$ cat config.mk
export PLATFORM = sky130hd
export DESIGN_NAME = bomb_projectile
export DESIGN_NICKNAME = d
export VERILOG_FILES = /design/src/rtl/bomb_pkg.sv /design/src/rtl/terrain_crater.sv /design/src/rtl/bomb_projectile.sv
export SDC_FILE = /design/constraint.sdc
export NUM_CORES = 2
export LEC_CHECK = 0
export BUFFER_PORTS_ARGS = -buffer_cell sky130_fd_sc_hd__buf_2
export CAP_MARGIN = 20
export CORE_AREA = 2 2 422 424
export CTS_CLUSTER_DIAMETER = 200
export DETAILED_ROUTE_END_ITERATION = 7
export DIE_AREA = 0 0 424 426
export PLACE_DENSITY = 0.55
export SKIP_CTS_REPAIR_TIMING = 1
export SKIP_LAST_GASP = 1
export SLEW_MARGIN = 20
export SYNTH_ARGS = -nofsm -noshare
export SYNTH_HDL_FRONTEND = slang
export SYNTH_HIERARCHICAL = 1
export SYNTH_SLANG_ARGS = --single-unit
$ cat constraint.sdc
create_clock -name frame_clk -period 19.5 [get_ports frame_clk]
set_input_delay 2.925 -clock frame_clk [delete_from_list [all_inputs] [get_ports frame_clk]]
set_output_delay 2.925 -clock frame_clk [all_outputs]
set_load 0.03 [all_outputs]
$ cat src/rtl/bomb_pkg.sv
// Shared types and constants for the bomb projectile: FSM states, aim tables,
// terrain geometry and screen bounds.
package bomb_pkg;

  typedef enum logic [1:0] {IDLE, FLIGHT, BLAST} state_t;

  localparam int unsigned ColWidth   = 16;
  localparam int unsigned NumCols    = 40;
  localparam int unsigned EntryMax   = 239;
  localparam int unsigned ScreenXMax = 639;
  localparam int unsigned ScreenYMax = 479;

  // Index 0 points left, 4 straight up, 8 right; magnitude 8 == 1 px/frame.
  localparam logic signed [4:0] CosTab [9] =
    '{-5'sd8, -5'sd7, -5'sd6, -5'sd3, 5'sd0, 5'sd3, 5'sd6, 5'sd7, 5'sd8};
  localparam logic signed [4:0] SinTab [9] =
    '{5'sd0, 5'sd3, 5'sd6, 5'sd7, 5'sd8, 5'sd7, 5'sd6, 5'sd3, 5'sd0};

  function automatic logic [7:0] sat_add(input logic [7:0] a, input logic [7:0] b);
    logic [8:0] s;
    s = {1'b0, a} + {1'b0, b};
    return (s > 9'(EntryMax)) ? 8'(EntryMax) : s[7:0];
  endfunction

endpackage

$ cat src/rtl/terrain_crater.sv
// Combinational crater stamp: deepens the impact column and its two neighbours,
// clipped to the used columns and saturated at the lowest legal surface.
module terrain_crater
  import bomb_pkg::*;
(
  input  logic [511:0] terrain_data,
  input  logic [5:0]   column,
  input  logic [7:0]   depth,
  output logic [511:0] cratered
);

  always_comb begin
    cratered = terrain_data;
    // Only columns 0..NumCols-1 are touched, so neighbours never wrap to column 63.
    for (int i = 0; i < int'(NumCols); i++) begin
      if ((i + 1 >= int'(column)) && (i <= int'(column) + 1)) begin
        cratered[8*i +: 8] = sat_add(terrain_data[8*i +: 8], depth);
      end
    end
  end

endmodule

$ cat src/rtl/bomb_projectile.sv
// Bomb launch responder: ballistic flight under gravity, terrain/edge termination,
// then a timed blast with a one-frame crater update of the terrain map.
module bomb_projectile
  import bomb_pkg::*;
#(
  parameter int unsigned GRAV         = 2,
  parameter int unsigned GRAV_DIV     = 1,
  parameter int unsigned VY_MAX       = 64,
  parameter int unsigned CRATER_DEPTH = 8,
  parameter int unsigned BLAST_FRAMES = 12,
  parameter int unsigned BOMB_R       = 2,
  parameter int unsigned BLAST_R      = 14
) (
  input  logic         frame_clk,
  input  logic         reset,
  input  logic         launch,
  input  logic [9:0]   launchX,
  input  logic [9:0]   launchY,
  input  logic [3:0]   angle,
  input  logic [2:0]   power,
  input  logic [511:0] terrain_data,
  output logic [9:0]   X,
  output logic [9:0]   Y,
  output logic [9:0]   S,
  output logic         exploded,
  output logic [511:0] terrain_out
);

  localparam int unsigned CntW    = $clog2(BLAST_FRAMES + 1);
  localparam int unsigned RampDen = (BLAST_FRAMES > 1) ? BLAST_FRAMES - 1 : 1;

  state_t             state_q;
  logic signed [13:0] pos_x_q, pos_y_q;
  logic signed [9:0]  vel_x_q, vel_y_q;
  logic [7:0]         grav_cnt_q;
  logic [CntW-1:0]    blast_cnt_q;
  logic               launch_prev_q;

  logic [3:0]         ang;
  logic signed [4:0]  speed;
  logic signed [9:0]  launch_vx, launch_vy;
  logic signed [13:0] next_x, next_y;
  logic signed [10:0] vy_sum;
  logic signed [9:0]  vy_sat;
  logic [5:0]         hit_col;
  logic [8:0]         surface_y;
  logic               launch_edge, off_screen, hit, grav_step, blast_done;
  logic [9:0]         ramp_s;
  logic [511:0]       cratered;

  always_comb begin
    ang       = (angle > 4'd8) ? 4'd8 : angle;
    speed     = $signed({2'b00, power}) + 5'sd1;
    launch_vx = 10'(CosTab[ang]) * 10'(speed);
    launch_vy = -(10'(SinTab[ang]) * 10'(speed));

    next_x = pos_x_q + 14'(vel_x_q);
    next_y = pos_y_q + 14'(vel_y_q);
    // Bit 13 is the sign; [12:3] is the pixel part of a non-negative coordinate.
    off_screen = next_x[13] || (next_x[12:3] > 10'(ScreenXMax)) ||
                 (!next_y[13] && (next_y[12:3] > 10'(ScreenYMax)));
    hit_col    = next_x[12:7];
    surface_y  = {terrain_data[{hit_col, 3'b000} +: 8], 1'b0};
    hit        = !next_y[13] && (next_y[12:3] >= {1'b0, surface_y});

    grav_step = (grav_cnt_q == 8'(GRAV_DIV - 1));
    vy_sum    = 11'(vel_y_q) + $signed(11'(GRAV));
    vy_sat    = (vy_sum > $signed(11'(VY_MAX))) ? 10'(VY_MAX) : vy_sum[9:0];

    launch_edge = launch && !launch_prev_q;
    blast_done  = (blast_cnt_q == CntW'(BLAST_FRAMES - 1));
    ramp_s      = 10'(BOMB_R + ((BLAST_R - BOMB_R) * (32'(blast_cnt_q) + 32'd1)) / RampDen);
  end

  terrain_crater u_crater (
    .terrain_data (terrain_data),
    .column       (hit_col),
    .depth        (8'(CRATER_DEPTH)),
    .cratered     (cratered)
  );

  always_ff @(posedge frame_clk or posedge reset) begin
    if (reset) begin
      state_q       <= IDLE;
      pos_x_q       <= '0;
      pos_y_q       <= '0;
      vel_x_q       <= '0;
      vel_y_q       <= '0;
      grav_cnt_q    <= '0;
      blast_cnt_q   <= '0;
      launch_prev_q <= 1'b1;  // a launch held through reset must not fire
      X             <= '0;
      Y             <= '0;
      S             <= '0;
      exploded      <= 1'b0;
      terrain_out   <= '0;
    end else begin
      launch_prev_q <= launch;
      exploded      <= 1'b0;
      terrain_out   <= terrain_data;
      unique case (state_q)
        IDLE: begin
          X <= launchX;
          Y <= launchY;
          S <= '0;
          if (launch_edge) begin
            state_q    <= FLIGHT;
            pos_x_q    <= {1'b0, launchX, 3'b000};
            pos_y_q    <= {1'b0, launchY, 3'b000};
            vel_x_q    <= launch_vx;
            vel_y_q    <= launch_vy;
            grav_cnt_q <= '0;
            S          <= 10'(BOMB_R);
          end
        end
        FLIGHT: begin
          if (off_screen) begin
            state_q <= IDLE;
            X       <= launchX;
            Y       <= launchY;
            S       <= '0;
          end else begin
            pos_x_q <= next_x;
            pos_y_q <= next_y;
            X       <= next_x[12:3];
            Y       <= next_y[12:3];
            if (hit) begin
              state_q     <= BLAST;
              blast_cnt_q <= '0;
              exploded    <= 1'b1;
              terrain_out <= cratered;
            end else if (grav_step) begin
              vel_y_q    <= vy_sat;
              grav_cnt_q <= '0;
            end else begin
              grav_cnt_q <= grav_cnt_q + 8'd1;
            end
          end
        end
        BLAST: begin
          if (blast_done) begin
            state_q <= IDLE;
            X       <= launchX;
            Y       <= launchY;
            S       <= '0;
          end else begin
            blast_cnt_q <= blast_cnt_q + 1'b1;
            S           <= ramp_s;
          end
        end
        default: state_q <= IDLE;
      endcase
    end
  end

endmodule
==> results.json <==
{
  "ys_top_cells_by_area": "dfrtp_1 29%, mux2_2 11%, ha_1 10%",
  "synth_ff_type": "dfrtp_1",
  "ctsRootBufferMaster": "clkbuf_16",
  "synth_area_um2": 52100,
  "finalSetupViolCount": 0,
  "r2r_start": "pos_x_q[1]$_DFFE_PP0P_",
  "met3_usage_pct": 5.38,
  "timing.rr.end": "terrain_out[211]$_DFF_PP0_",
  "globalRouteMet2Util_pct": 38.8,
  "syn_inst": 5251,
  "cpMaxStageDelayCell": "buf_4",
  "power.leakage_nw": 28.5,
  "via_per_inst": 5.23,
  "io_pins": 1085,
  "place_ws_ns": 9.52,
  "critPathTopFamily": "buffers and inverters",
  "yosys_warnings": 6,
  "nets": 7449,
  "dr.pass1.iters": 6,
  "post-route-cell-area_um2": 63100,
  "grt_pass1_vias": 44700,
  "tns_ns": 0,
  "grt_pass1_wl_um": 314000,
  "skew_ns": 0.0459,
  "synth_xor_area_share_pct": 4.85,
  "path_common_cell": "a21o_1",
  "ir_worst_vdd_uv": 204,
  "cp_num_cells": 30,
  "top_usage_layer": "met2",
  "grt_max_degree": 154,
  "rsz0062_at_grt": "false",
  "die_area_um2": 181000,
  "critPathArrivalTime_ns": 10.56,
  "grt_util_all_layers_pct": 23.6,
  "gr-usage-met1_pct": 29.9,
  "critPathCaptureType": "flip-flop",
  "synth_compound_area_share_pct": 19.7,
  "ys_top_cells_by_count": "602 x dfrtp_1, 525 x mux2_2, 417 x ha_1",
  "syn_to_final_growth_pct": 21.0,
  "yosysSeqAreaShare_pct": 28.9,
  "wl_um": 221000,
  "cts_inserted_buffers": 84,
  "htree_num_levels": 3,
  "ff2ff_setup_slack_ns": 9.53,
  "die_h_um": 426,
  "clk_pin_slew_ns": 0.06,
  "antenna_found_initial": 82,
  "cp-endpoint": "terrain_out[211]$_DFF_PP0_",
  "cpPeakStageDelay_ns": 0.83,
  "drc": 0,
  "power_density_nw_per_um2": 213,
  "startpoint_type": "flip-flop",
  "maxCapViolCount": 0,
  "cts_sinks": 603,
  "drive_gt1_share_pct": 31.4,
  "wl_per_cell_um": 24.9,
  "place.gp.congestion": 0.959,
  "ys_types": 123,
  "placedInstanceArea_um2": 60000,
  "hold_ws_ns": 0.474,
  "hp-class": "flip-flop to flip-flop",
  "synth_top_area_share_pct": 28.9,
  "vias": 46400,
  "cts_tree": "yes",
  "relSlewSlack_pct": 25.3,
  "synth_mux_area_share_pct": 17.9,
  "setup_ws_ns": 9.53,
  "worst_slew_pin_slew_ns": 1.11,
  "die_width_um": 424,
  "crit_type": "flip-flop to flip-flop",
  "postRouteAntennaNets": 0,
  "fin_util_pct": 35.9,
  "dp_hpwl_um": 179000,
  "synth_edf_count": 0,
  "initial_core_util_pct": 29.7,
  "outcome": "finished, final reports clean",
  "cp_num_buf_inv": 6,
  "overflow": 0,
  "async_flop_share_pct": 100,
  "ys_ff_latch": 603,
  "avgSynthCellArea_um2": 9.93,
  "worstSetupStartpoint": "pos_x_q[1]$_DFFE_PP0P_",
  "rows": 154,
  "period_share_pct": 51.1,
  "yosysTopAreaCell": "dfrtp_1",
  "clk_latency_ns": 0.75,
  "synth_fa_ha_area_share_pct": 12.3,
  "min_period_ns": 9.97,
  "drtIter0Drc": 3430,
  "r2r_cells": 30,
  "synth_most_common_cell": "dfrtp_1",
  "synth_top_family_by_area": "compound AO/OA/AOI/OAI gates",
  "yosys.area_share.simple_pct": 10.0,
  "required_ns": 20.09,
  "max_freq_ghz": 0.100,
  "port_buffers": 1081,
  "crit_path_max_fanout": 85,
  "hold_viol": 0,
  "core_area_um2": 176000,
  "drv_slew": 0,
  "clockBufferDepth": 3
}
-- metrics by stage --
step                      cells  power, mW
after floorplan            5612       8.25
after global placement     8685       11.8
after detailed placement   8685       11.8
after CTS                  8841       13.6
after global routing       8860       14.3
final                      8871       13.4
-- how the worst min path moves through the flow --
stage	startpoint	end	slack [ns]	depth (start not counted)
after floorplan	grav_cnt_q[7]$_DFFE_PP0P_	grav_cnt_q[7]$_DFFE_PP0P_	0.44	1
after global placement	S[5]$_DFFE_PP0P_	S[5]$_DFFE_PP0P_	0.46	2
final	S[5]$_DFFE_PP0P_	S[5]$_DFFE_PP0P_	0.47	2
after global routing	grav_cnt_q[7]$_DFFE_PP0P_	grav_cnt_q[7]$_DFFE_PP0P_	0.51	1
after CTS	S[5]$_DFFE_PP0P_	S[5]$_DFFE_PP0P_	0.48	2
after detailed placement	S[5]$_DFFE_PP0P_	S[5]$_DFFE_PP0P_	0.47	2
-- sequential cells by signal, summed over array words and instances, names as in the netlist --
| register | cells |
|---|---|
| terrain_out | 512 |
| pos_x_q | 14 |
| pos_y_q | 14 |
| X | 10 |
| Y | 10 |
| vel_x_q | 10 |
| vel_y_q | 10 |
| grav_cnt_q | 8 |
| S | 7 |
| blast_cnt_q | 4 |
| state_q | 2 |
| exploded | 1 |
| launch_prev_q | 1 |
-- cells by family after synthesis --
logic type / after synthesis
compound gates: 1463
simple gates: 1093
mux: 708
buf+inv: 618
flops: 603
fa+ha+maj: 476
xor+xnor: 288
other cells: 2
-- power breakdown --
| part | internal, mW | switching, mW | leakage, nW |
|---|---|---|---|
| Clock | 1.04 | 0.683 | 1.47 |
| Sequential | 1.66 | 0.222 | 7.12 |
| Combinational | 3.37 | 6.45 | 19.9 |
-- layout make-up --
| type | instances | area [um2] |
|---|---|---|
| timing repair buffer | 1145 | 5940 |
| clock inverter | 40 | 637 |
| sequential | 603 | 15100 |
| clock buffer | 116 | 2400 |
| fill | 18100 | 113000 |
| multi-input combinational | 4391 | 35300 |
| tap | 2340 | 2930 |
| inverter | 206 | 779 |
| antenna | 30 | 75.1 |
-- metal layers --
metal / up-vias / wire, um
li1: 21500 / -
met1: 23000 / 92600
met2: 1493 / 105000
met3: 365 / 14700
met4: 50 / 8560
met5: - / 298
-- tightest hold or removal path: cells and delay by family (launching register included) --
family	cells	cell delay (ns)
DFF	1	0.34
AOI/OAI and AO/OA	1	0.05
and+or+nand+nor	1	0.05
-- layout by cell type, fill, tap and decap left out, drive strengths merged, types with 124 or more instances in the layout --
cell / n
xor2: 124
conb: 363
inv: 208
buf: 1145
nand2: 356
a21oi: 311
dfrtp: 602
o22a: 148
xnor2: 164
nor2: 303
o21ai: 261
mux2: 525
mux4: 128
ha: 417
Note: power is estimated with default switching activity, not from simulation.
